<file path="config.mk">
export PLATFORM = sky130hd
export DESIGN_NAME = tlb_lookup_unit
export DESIGN_NICKNAME = d
export VERILOG_FILES = /design/src/rtl/tlb_pkg.sv /design/src/rtl/tlb_entry_match.sv /design/src/rtl/tlb_lookup_unit.sv
export SDC_FILE = /design/constraint.sdc
export NUM_CORES = 2
export LEC_CHECK = 0
export BUFFER_PORTS_ARGS = -buffer_cell sky130_fd_sc_hd__buf_4
export CELL_PAD_IN_SITES_DETAIL_PLACEMENT = 1
export CELL_PAD_IN_SITES_GLOBAL_PLACEMENT = 1
export CORE_UTILIZATION = 40
export CTS_CLUSTER_SIZE = 12
export DETAILED_ROUTE_END_ITERATION = 16
export GPL_TIMING_DRIVEN = 1
export PLACE_DENSITY = 0.62
export SETUP_SLACK_MARGIN = 0.05
export SYNTH_ARGS = -nofsm -noshare
export SYNTH_HDL_FRONTEND = slang
export SYNTH_HIERARCHICAL = 1
export SYNTH_SLANG_ARGS = --single-unit
</file>
<file path="constraint.sdc">
create_clock -name clk -period 7.1 [get_ports clk]
set_input_delay 0.71 -clock clk [delete_from_list [all_inputs] [get_ports clk]]
set_output_delay 0.71 -clock clk [all_outputs]
set_load 0.05 [all_outputs]
</file>
<file path="src/rtl/tlb_pkg.sv">
// Shared widths, entry field offsets, page sizes, INVTLB op codes and index coders for the TLB.
package tlb_pkg;

  localparam int unsigned TLBNUM = 16;
  localparam int unsigned IDX_W  = 4;
  localparam int unsigned ASID_W = 10;
  localparam int unsigned PALEN  = 32;
  localparam int unsigned PPN_W  = PALEN - 12;
  localparam int unsigned VPPN_W = 19;
  localparam int unsigned PS_W   = 6;
  localparam int unsigned HI_W   = VPPN_W + PS_W + 1 + ASID_W + 1;
  localparam int unsigned LO_W   = PPN_W + 6;

  // Hi word layout: {vppn, ps, g, asid, e}
  localparam int unsigned HI_E         = 0;
  localparam int unsigned HI_ASID_LSB  = 1;
  localparam int unsigned HI_G         = HI_ASID_LSB + ASID_W;
  localparam int unsigned HI_PS_LSB    = HI_G + 1;
  localparam int unsigned HI_VPPN_LSB  = HI_PS_LSB + PS_W;

  // A 2 MB page compares only vppn[18:9]; vppn[8] picks the odd/even half.
  localparam int unsigned HUGE_LSB = 9;

  localparam logic [PS_W-1:0] PS_4K = 6'd12;
  localparam logic [PS_W-1:0] PS_2M = 6'd21;

  localparam logic [4:0] INV_ALL0       = 5'd0;
  localparam logic [4:0] INV_ALL1       = 5'd1;
  localparam logic [4:0] INV_G1         = 5'd2;
  localparam logic [4:0] INV_G0         = 5'd3;
  localparam logic [4:0] INV_G0_ASID    = 5'd4;
  localparam logic [4:0] INV_G0_ASID_VA = 5'd5;
  localparam logic [4:0] INV_ASID_VA    = 5'd6;

  // Page-number compare under the entry's page size; illegal sizes never match.
  function automatic logic vppn_match(input logic [VPPN_W-1:0] ent_vppn,
                                      input logic [PS_W-1:0]   ent_ps,
                                      input logic [VPPN_W-1:0] q_vppn);
    if (ent_ps == PS_2M) begin
      return ent_vppn[VPPN_W-1:HUGE_LSB] == q_vppn[VPPN_W-1:HUGE_LSB];
    end else if (ent_ps == PS_4K) begin
      return ent_vppn == q_vppn;
    end
    return 1'b0;
  endfunction

  // One-hot to binary; input must have at most one bit set.
  function automatic logic [IDX_W-1:0] encoder_16_4(input logic [TLBNUM-1:0] onehot);
    logic [IDX_W-1:0] idx;
    idx = '0;
    for (int i = 0; i < TLBNUM; i++) begin
      if (onehot[i]) idx |= IDX_W'(i);
    end
    return idx;
  endfunction

  function automatic logic [TLBNUM-1:0] decoder_4_16(input logic [IDX_W-1:0] idx);
    logic [TLBNUM-1:0] sel;
    sel      = '0;
    sel[idx] = 1'b1;
    return sel;
  endfunction

endpackage

</file>
<file path="src/rtl/tlb_entry_match.sv">
// Per-entry comparators: search hit, odd-half select and INVTLB hit.
module tlb_entry_match
  import tlb_pkg::*;
(
  input  logic              e,
  input  logic              g,
  input  logic [ASID_W-1:0] asid,
  input  logic [VPPN_W-1:0] vppn,
  input  logic [PS_W-1:0]   ps,
  input  logic [VPPN_W-1:0] s_vppn,
  input  logic              s_va_bit12,
  input  logic [ASID_W-1:0] s_asid,
  input  logic [4:0]        inv_op,
  input  logic [ASID_W-1:0] inv_asid,
  input  logic [VPPN_W-1:0] inv_vppn,
  output logic              s_match,
  output logic              s_odd,
  output logic              inv_hit
);

  logic inv_asid_eq;
  logic inv_va_eq;

  // Search match and odd/even half selection
  always_comb begin
    s_match = e && (g || (asid == s_asid)) && vppn_match(vppn, ps, s_vppn);
    s_odd   = (ps == PS_2M) ? s_vppn[HUGE_LSB-1] : s_va_bit12;
  end

  // INVTLB selection; only e is cleared by the caller, so ops ignore e here
  always_comb begin
    inv_asid_eq = (asid == inv_asid);
    inv_va_eq   = vppn_match(vppn, ps, inv_vppn);
    inv_hit     = 1'b0;
    case (inv_op)
      INV_ALL0, INV_ALL1: inv_hit = 1'b1;
      INV_G1:             inv_hit = g;
      INV_G0:             inv_hit = !g;
      INV_G0_ASID:        inv_hit = !g && inv_asid_eq;
      INV_G0_ASID_VA:     inv_hit = !g && inv_asid_eq && inv_va_eq;
      INV_ASID_VA:        inv_hit = (g || inv_asid_eq) && inv_va_eq;
      default:            inv_hit = 1'b0;
    endcase
  end

endmodule

</file>
<file path="src/rtl/tlb_lookup_unit.sv">
// 16-entry fully-associative TLB with registered search, registered read, write and INVTLB.
module tlb_lookup_unit
  import tlb_pkg::*;
(
  input  logic              clk,
  input  logic              resetn,
  input  logic              s_req,
  input  logic [VPPN_W-1:0] s_vppn,
  input  logic              s_va_bit12,
  input  logic [ASID_W-1:0] s_asid,
  output logic              s_rvalid,
  output logic              s_found,
  output logic [IDX_W-1:0]  s_index,
  output logic [LO_W-1:0]   s_lo,
  output logic [PS_W-1:0]   s_ps,
  input  logic              we,
  input  logic [IDX_W-1:0]  w_index,
  input  logic [HI_W-1:0]   w_hi,
  input  logic [LO_W-1:0]   w_lo0,
  input  logic [LO_W-1:0]   w_lo1,
  input  logic [IDX_W-1:0]  r_index,
  output logic [HI_W-1:0]   r_hi,
  output logic [LO_W-1:0]   r_lo0,
  output logic [LO_W-1:0]   r_lo1,
  input  logic              inv_valid,
  input  logic [4:0]        inv_op,
  input  logic [ASID_W-1:0] inv_asid,
  input  logic [VPPN_W-1:0] inv_vppn
);

  // Entry storage: only e is reset, the rest keeps whatever was last written
  logic [TLBNUM-1:0] e_q, e_d;
  logic [TLBNUM-1:0] g_q;
  logic [VPPN_W-1:0] vppn_q [TLBNUM];
  logic [PS_W-1:0]   ps_q   [TLBNUM];
  logic [ASID_W-1:0] asid_q [TLBNUM];
  logic [LO_W-1:0]   lo0_q  [TLBNUM];
  logic [LO_W-1:0]   lo1_q  [TLBNUM];

  logic [TLBNUM-1:0] s_match, s_odd, inv_hit, hit_oh, w_sel;
  logic [LO_W-1:0]   sel_lo;
  logic [PS_W-1:0]   sel_ps;
  logic [IDX_W-1:0]  sel_idx;
  logic              any_hit;

  logic              s_rvalid_q, s_found_q;
  logic [IDX_W-1:0]  s_index_q;
  logic [LO_W-1:0]   s_lo_q, lo_rd0_q, lo_rd1_q;
  logic [PS_W-1:0]   s_ps_q;
  logic [HI_W-1:0]   r_hi_q;

  for (genvar i = 0; i < TLBNUM; i++) begin : g_entry
    tlb_entry_match u_match (
      .e          (e_q[i]),
      .g          (g_q[i]),
      .asid       (asid_q[i]),
      .vppn       (vppn_q[i]),
      .ps         (ps_q[i]),
      .s_vppn     (s_vppn),
      .s_va_bit12 (s_va_bit12),
      .s_asid     (s_asid),
      .inv_op     (inv_op),
      .inv_asid   (inv_asid),
      .inv_vppn   (inv_vppn),
      .s_match    (s_match[i]),
      .s_odd      (s_odd[i]),
      .inv_hit    (inv_hit[i])
    );
  end

  // Lowest-index hit wins; the one-hot mask then drives encoder and data mux
  always_comb begin
    hit_oh  = s_match & (~s_match + {{(TLBNUM-1){1'b0}}, 1'b1});
    any_hit = |s_match;
    sel_idx = encoder_16_4(hit_oh);
    sel_lo  = '0;
    sel_ps  = '0;
    for (int i = 0; i < TLBNUM; i++) begin
      if (hit_oh[i]) begin
        sel_lo |= s_odd[i] ? lo1_q[i] : lo0_q[i];
        sel_ps |= ps_q[i];
      end
    end
  end

  // Valid-bit next state: invalidate first so a same-cycle write lands intact
  always_comb begin
    w_sel = decoder_4_16(w_index);
    e_d   = e_q;
    if (inv_valid) e_d = e_d & ~inv_hit;
    for (int i = 0; i < TLBNUM; i++) begin
      if (we && w_sel[i]) e_d[i] = w_hi[HI_E];
    end
  end

  // Valid bits, cleared on reset
  always_ff @(posedge clk or negedge resetn) begin
    if (!resetn) begin
      e_q <= '0;
    end else begin
      e_q <= e_d;
    end
  end

  // Entry payload write, no reset
  always_ff @(posedge clk) begin
    for (int i = 0; i < TLBNUM; i++) begin
      if (we && w_sel[i]) begin
        vppn_q[i] <= w_hi[HI_VPPN_LSB +: VPPN_W];
        ps_q[i]   <= w_hi[HI_PS_LSB +: PS_W];
        g_q[i]    <= w_hi[HI_G];
        asid_q[i] <= w_hi[HI_ASID_LSB +: ASID_W];
        lo0_q[i]  <= w_lo0;
        lo1_q[i]  <= w_lo1;
      end
    end
  end

  // Search result register; data holds when no request is made
  always_ff @(posedge clk or negedge resetn) begin
    if (!resetn) begin
      s_rvalid_q <= 1'b0;
      s_found_q  <= 1'b0;
      s_index_q  <= '0;
      s_lo_q     <= '0;
      s_ps_q     <= '0;
    end else begin
      s_rvalid_q <= s_req;
      if (s_req) begin
        s_found_q <= any_hit;
        s_index_q <= sel_idx;
        s_lo_q    <= sel_lo;
        s_ps_q    <= sel_ps;
      end
    end
  end

  // Read port register, sees pre-write contents
  always_ff @(posedge clk or negedge resetn) begin
    if (!resetn) begin
      r_hi_q   <= '0;
      lo_rd0_q <= '0;
      lo_rd1_q <= '0;
    end else begin
      r_hi_q   <= {vppn_q[r_index], ps_q[r_index], g_q[r_index], asid_q[r_index], e_q[r_index]};
      lo_rd0_q <= lo0_q[r_index];
      lo_rd1_q <= lo1_q[r_index];
    end
  end

  assign s_rvalid = s_rvalid_q;
  assign s_found  = s_found_q;
  assign s_index  = s_index_q;
  assign s_lo     = s_lo_q;
  assign s_ps     = s_ps_q;
  assign r_hi     = r_hi_q;
  assign r_lo0    = lo_rd0_q;
  assign r_lo1    = lo_rd1_q;

endmodule
</file>
# After elaboration in Yosys (flattened, before gate mapping)

Memories as Yosys holds them, arrays and structs flattened. A register that Yosys moved wholly into a read port is not among the register bits.
Cells that the tools add are included.

Output and inout bits: 127
Bits in writable memories: 1392
Memories: 5
Register bits: 107
Logic and storage cells: 962

Reduce and logical (&&, ||, !) cells: 244
Mux-type cells: 503
Equal/unequal tests: 134
Bitwise gates (word level): 34
$add $sub $neg: 1
Magnitude comparators: 3

Memory list:

| name   | depth | bits a word | read ports | clocked after Yosys merged registers in | wr ports | line                  | RTL |
|---|---|---|---|---|---|---|---|
| lo0_q  | 16    | 26          | 17         | 1                                       | 1        | tlb_lookup_unit.sv:37 | `logic [LO_W-1:0] lo0_q [TLBNUM];` |
| lo1_q  | 16    | 26          | 17         | 1                                       | 1        | tlb_lookup_unit.sv:38 | `logic [LO_W-1:0] lo1_q [TLBNUM];` |
| vppn_q | 16    | 19          | 17         | 1                                       | 1        | tlb_lookup_unit.sv:34 | `logic [VPPN_W-1:0] vppn_q [TLBNUM];` |
| asid_q | 16    | 10          | 17         | 1                                       | 1        | tlb_lookup_unit.sv:36 | `logic [ASID_W-1:0] asid_q [TLBNUM];` |
| ps_q   | 16    | 6           | 17         | 1                                       | 1        | tlb_lookup_unit.sv:35 | `logic [PS_W-1:0] ps_q [TLBNUM];` |

Operators with widths:

| operator                                                               | number |
|---|---|
| 26-bit two-way mux                                                     | 62 |
| 26-bit OR reduction                                                    | 30 |
| 10-bit equality test                                                   | 64 |
| 19-bit equality test                                                   | 32 |
| 26-bit bitwise OR                                                      | 15 |
| 4-bit two-way mux                                                      | 83 |
| 19-bit two-way mux                                                     | 15 |
| 19-bit OR reduction                                                    | 15 |
| 1-bit two-way mux                                                      | 271 |
| 6-bit two-way mux                                                      | 31 |
| 10-bit two-way mux                                                     | 15 |
| 10-bit OR reduction                                                    | 15 |
| 1-bit logical AND                                                      | 97 |
| 6-bit by 4-bit equality test with 1-bit output (second input constant) | 16 |
| 6-bit by 5-bit equality test with 1-bit output (second input constant) | 16 |
| 1-bit one-hot mux with 6 select lines                                  | 16 |
| 6-bit bitwise OR                                                       | 15 |
| 6-bit OR reduction                                                     | 15 |
| 16-bit AND                                                             | 2 |
| 1-bit logical OR                                                       | 32 |
| 16-bit inverter                                                        | 2 |
| 2-bit nonzero test                                                     | 16 |
| 1-bit logical NOT                                                      | 21 |
| 16-bit by 1-bit adder with 16-bit output (second input constant)       | 1 |
| 13 further kinds                                                       | 22 |

# Longest topological paths before layout

Depth after elaboration: 39
Depth in mapped cells: 14

# Hierarchy

The synthesis kept the hierarchy.

Modules (own cells, without submodules):

| module          | instances | seq. area each (um^2) | area each (um^2) | cells an instance |
|---|---|---|---|---|
| tlb_lookup_unit | 1         | 45859.0               | 64936.0          | 3214 |
| tlb_entry_match | 16        | 0.0                   | 767.0            | 98 |

# Least setup slack after synthesis

Ideal clock, no wire load.

Path type: input port to flip-flop
Start: in w_index[3]
End: reg e_q[0]
Setup time: 0.418 ns
Slack: -1.131 ns
Data arrival time: 7.812 ns
Stages on the path: 3
Path through: or3b_2 > nor3_1 > o21ai_0

Word-level cells in the longest chain between the ends: 6
Elaborated cells on any way between the ends: 8

RTL lines:

| element                                                                                                                                                     | line                   | RTL |
|---|---|---|
| start, declared                                                                                                                                             | tlb_lookup_unit.sv:17  | `input logic [IDX_W-1:0] w_index,` |
| 4-bit by 5-bit less-than comparator with 1-bit output (implied by the code) or 4-bit by 1-bit greater-or-equal comparator with 1-bit output (tied branches) | tlb_pkg.sv:60          | `sel[idx] = 1'b1;` |
| 1-bit logical AND (implied by the code)                                                                                                                     | tlb_pkg.sv:60          |  |
| 1-bit two-way mux (implied by the code)                                                                                                                     | tlb_pkg.sv:60          |  |
| 1-bit demux with 4-bit select (*)                                                                                                                           | tlb_pkg.sv:60          |  |
| 1-bit logical AND (*)                                                                                                                                       | tlb_lookup_unit.sv:92  | `if (we && w_sel[i]) e_d[i] = w_hi[HI_E];` |
| 1-bit two-way mux or 2-bit nonzero test (tied branches)                                                                                                     | -                      |  |
| end signal, assigned                                                                                                                                        | tlb_lookup_unit.sv:99  | `e_q <= '0;` |
| end signal, assigned                                                                                                                                        | tlb_lookup_unit.sv:101 | `e_q <= e_d;` |
| end, declared                                                                                                                                               | tlb_lookup_unit.sv:32  | `logic [TLBNUM-1:0] e_q, e_d;` |

Mark *: on every way between the ends. The rest lies on a longest branch, timed or not.
A chain may end at the register's enable or synchronous reset.

==> impl_metrics.json <==
{
  "clk_pin_slew_ns": 0.06,
  "drive_gt1_share_pct": 25.0,
  "cts.htree.levels": 4,
  "place_ws_ns": 1.29,
  "path_cells": "nor3b_1, o21ai_0, nor3_1, nand4_1, nor3_1, nor4_4, nand4_1, buf_4, o22ai_1, a2111oi_0, a21oi_1",
  "cpPeakStageDelay_ns": 1.09,
  "grt_start_max_net_pins": 114,
  "critPathLaunchType": "register",
  "die_w_um": 441,
  "period_needed_ns": 5.66,
  "whs_path_depth": 1,
  "finalHoldViolCount": 0,
  "slowest_stage": "nor3_1",
  "rsz0062_at_grt": "false",
  "final_cells": 7784,
  "grt-ovfl-total": 0,
  "final_common_cell": "edfxtp_1",
  "min_to": "lo0_q[12][24]",
  "die_area_um2": 195000,
  "insertion_delay_ns": 0.85,
  "root_buffer": "clkbuf_16",
  "irDropWorstVdd_mv": 0.208,
  "yosysSeqAreaShare_pct": 59.4,
  "die_h_um": 441,
  "syn_nets": 4948,
  "grt_pass1_vias": 50800,
  "nets": 5283,
  "powerDensity_nw_per_um2": 248,
  "io_buffers": 292,
  "max_cap_violations": 1,
  "p_leak_nw": 28.8,
  "violations": "capacitance limit, slew limit",
  "synthCells": 4782,
  "worstSetupStartpoint": "ps_q[2][4]",
  "synth_flop_cell": "edfxtp_1",
  "cts_sinks": 1551,
  "dr.pass1.iters": 6,
  "ios": 293,
  "synth_edf_count": 1408,
  "setup_violations": 0,
  "cp_data_required_time_ns": 7.77,
  "min_period_over_period_pct": 79.7,
  "drt_iter0_drc": 5159,
  "cts_buffers": 174,
  "syn_area_um2": 77200,
  "ant_nets": 0,
  "finalInstanceArea_um2": 88500,
  "vias": 48800,
  "avgSynthCellArea_um2": 16.1,
  "ys_warn_count": 41,
  "fp-row-count": 160,
  "relSlewSlack_pct": -0.677,
  "drc": 0,
  "avgViaCountPerCell": 6.27,
  "utilization_pct": 46.3,
  "cp_max_fo": 24,
  "wirelength_um": 285000,
  "rrSetupSlack_ns": 1.44,
  "areaGrowthSynthToFinish_pct": 14.6,
  "wl_per_cell_um": 36.6,
  "post_cts.resized_instances": 0,
  "async_flop_share_pct": 9.22,
  "r2r-end": "s_lo[16]",
  "hpwl_um": 185000,
  "hold_class": "input port to register",
  "ys_seq_elements": 1551,
  "critical_path_class": "register to register",
  "tns_ns": 0,
  "postCtsHoldBufs": 1,
  "track_usage_pct": 29.0,
  "setup_ws_ns": 1.44,
  "critPathCaptureType": "register",
  "start_util_pct": 40.4,
  "synth_cell_types": 53,
  "arrival_ns": 6.33,
  "layout_common_cells": "edfxtp_1, xnor2_1, xor2_1, mux4_2, buf_4",
  "outcome": "finished with violations",
  "cts_tree": "done",
  "dp.cells": 7451,
  "finalMaxSlewViolations": 18,
  "finalWeightedCongestion": 0.896,
  "r2r_start": "ps_q[2][4]",
  "cts_setup_buffers": 0,
  "fmax_mhz": 177,
  "antenna_found_initial": 16,
  "worstRegToRegCells": 11,
  "worst_pin_slew_ns": 1.51,
  "grt_pass1_wl_um": 398000,
  "core_area_um2": 191000,
  "clockBufferDepth": 3,
  "hold_start": "w_lo0[24]",
  "fin_worst_skew_ns": 0.0502,
  "placed_area_um2": 82700
}
final cells by class:
class | instances | area, um^2
fillers | 18300 | 102000
flip-flops and latches | 1551 | 45900
multi-input cells | 3008 | 30600
clock buffers | 259 | 4990
well taps | 2511 | 3140
repair buffers | 378 | 3040
clock inverters | 66 | 817
diodes | 7 | 17.5
inverters | 4 | 15.0
worst max-delay path: cells and delay by family, from the launching register on:
| family | cells | cell delay [ns] |
|---|---|---|
| DFF | 1 | 0.45 |
| and+or+nand+nor | 6 | 2.91 |
| AOI/OAI and AO/OA | 4 | 1.49 |
| buffers and inverters | 1 | 0.62 |
how the worst max path moves through the flow:
| stage | to |
|---|---|
| floorplan | e_q[1] |
| detailed placement | s_lo[16] |
| CTS | s_lo[16] |
| global placement | s_lo[16] |
| global route | s_lo[16] |
| finish | s_lo[16] |
registers in the layout, indices dropped and copies added, names as in the netlist:
signal / count
lo0_q: 416
s_ps: 6
r_lo0: 26
s_found: 1
g_q: 16
e_q: 16
r_lo1: 26
s_rvalid: 1
s_lo: 26
r_hi: 37
asid_q: 160
lo1_q: 416
s_index: 4
ps_q: 96
vppn_q: 304
cell usage after synthesis, types with 16 or more instances:
master | n | area (um^2)
a2111oi_2 | 16 | 240
a211oi_1 | 16 | 120
a21boi_0 | 28 | 210
a21oi_1 | 35 | 175
a221oi_1 | 24 | 210
a222oi_1 | 38 | 380
a22oi_1 | 52 | 390
a31oi_1 | 21 | 131
a41oi_1 | 16 | 140
and2_1 | 17 | 106
and3b_1 | 16 | 140
buf_1 | 28 | 105
buf_2 | 58 | 290
clkbuf_1 | 123 | 462
dfrtp_1 | 143 | 3580
edfxtp_1 | 1408 | 42300
mux2_2 | 186 | 2090
mux2i_1 | 232 | 2320
mux4_2 | 445 | 10000
nand2_1 | 87 | 327
nand3_1 | 40 | 200
nand4_1 | 119 | 744
nor2_1 | 132 | 495
nor3_1 | 116 | 581
nor3b_1 | 34 | 255
nor4_1 | 100 | 626
o2111ai_1 | 19 | 166
o211ai_1 | 26 | 195
o21ai_0 | 37 | 185
o21bai_1 | 17 | 128
o22ai_1 | 92 | 576
xnor2_1 | 512 | 4480
xor2_1 | 448 | 3920
per-stage QoR:
step / total power [mW] / hold WS (ns)
2_1_floorplan: 11.9 / 0.414
3_3_place_gp: 12.9 / 0.549
3_5_place_dp: 12.9 / 0.564
4_1_cts: 22.1 / 0.127
5_1_grt: 22.5 / 0.154
6_report: 21.9 / 0.170
logic make-up (layout without fill, tap and decap cells):
family	after synthesis	after routing	share of synthesized area (%)
DFF	1551	1551	59.4
muxes	877	877	18.9
AOI/OAI and AO/OA	471	471	4.61
and+or+nand+nor	700	700	4.90
xor gates and xnor gates	960	960	10.9
other	0	7	0
buffers and inverters	223	707	1.27
layer usage:
metal	global-route usage, %	vias up	wire length [um]	part of all wire [%]
met5	0	-	99	0.035
met4	11.6	16	12100	4.3
met3	4.68	511	19300	6.8
met2	48.6	2170	140000	49
met1	37.7	26100	113000	40
li1	-	20000	-	-
report_power, final:
group	total [mW]	switching (mW)	internal [mW]
clock network	9.18	3.86	5.32
registers	10.5	0.214	10.2
logic	2.27	1.42	0.856
(Power assumes the default switching activity.)
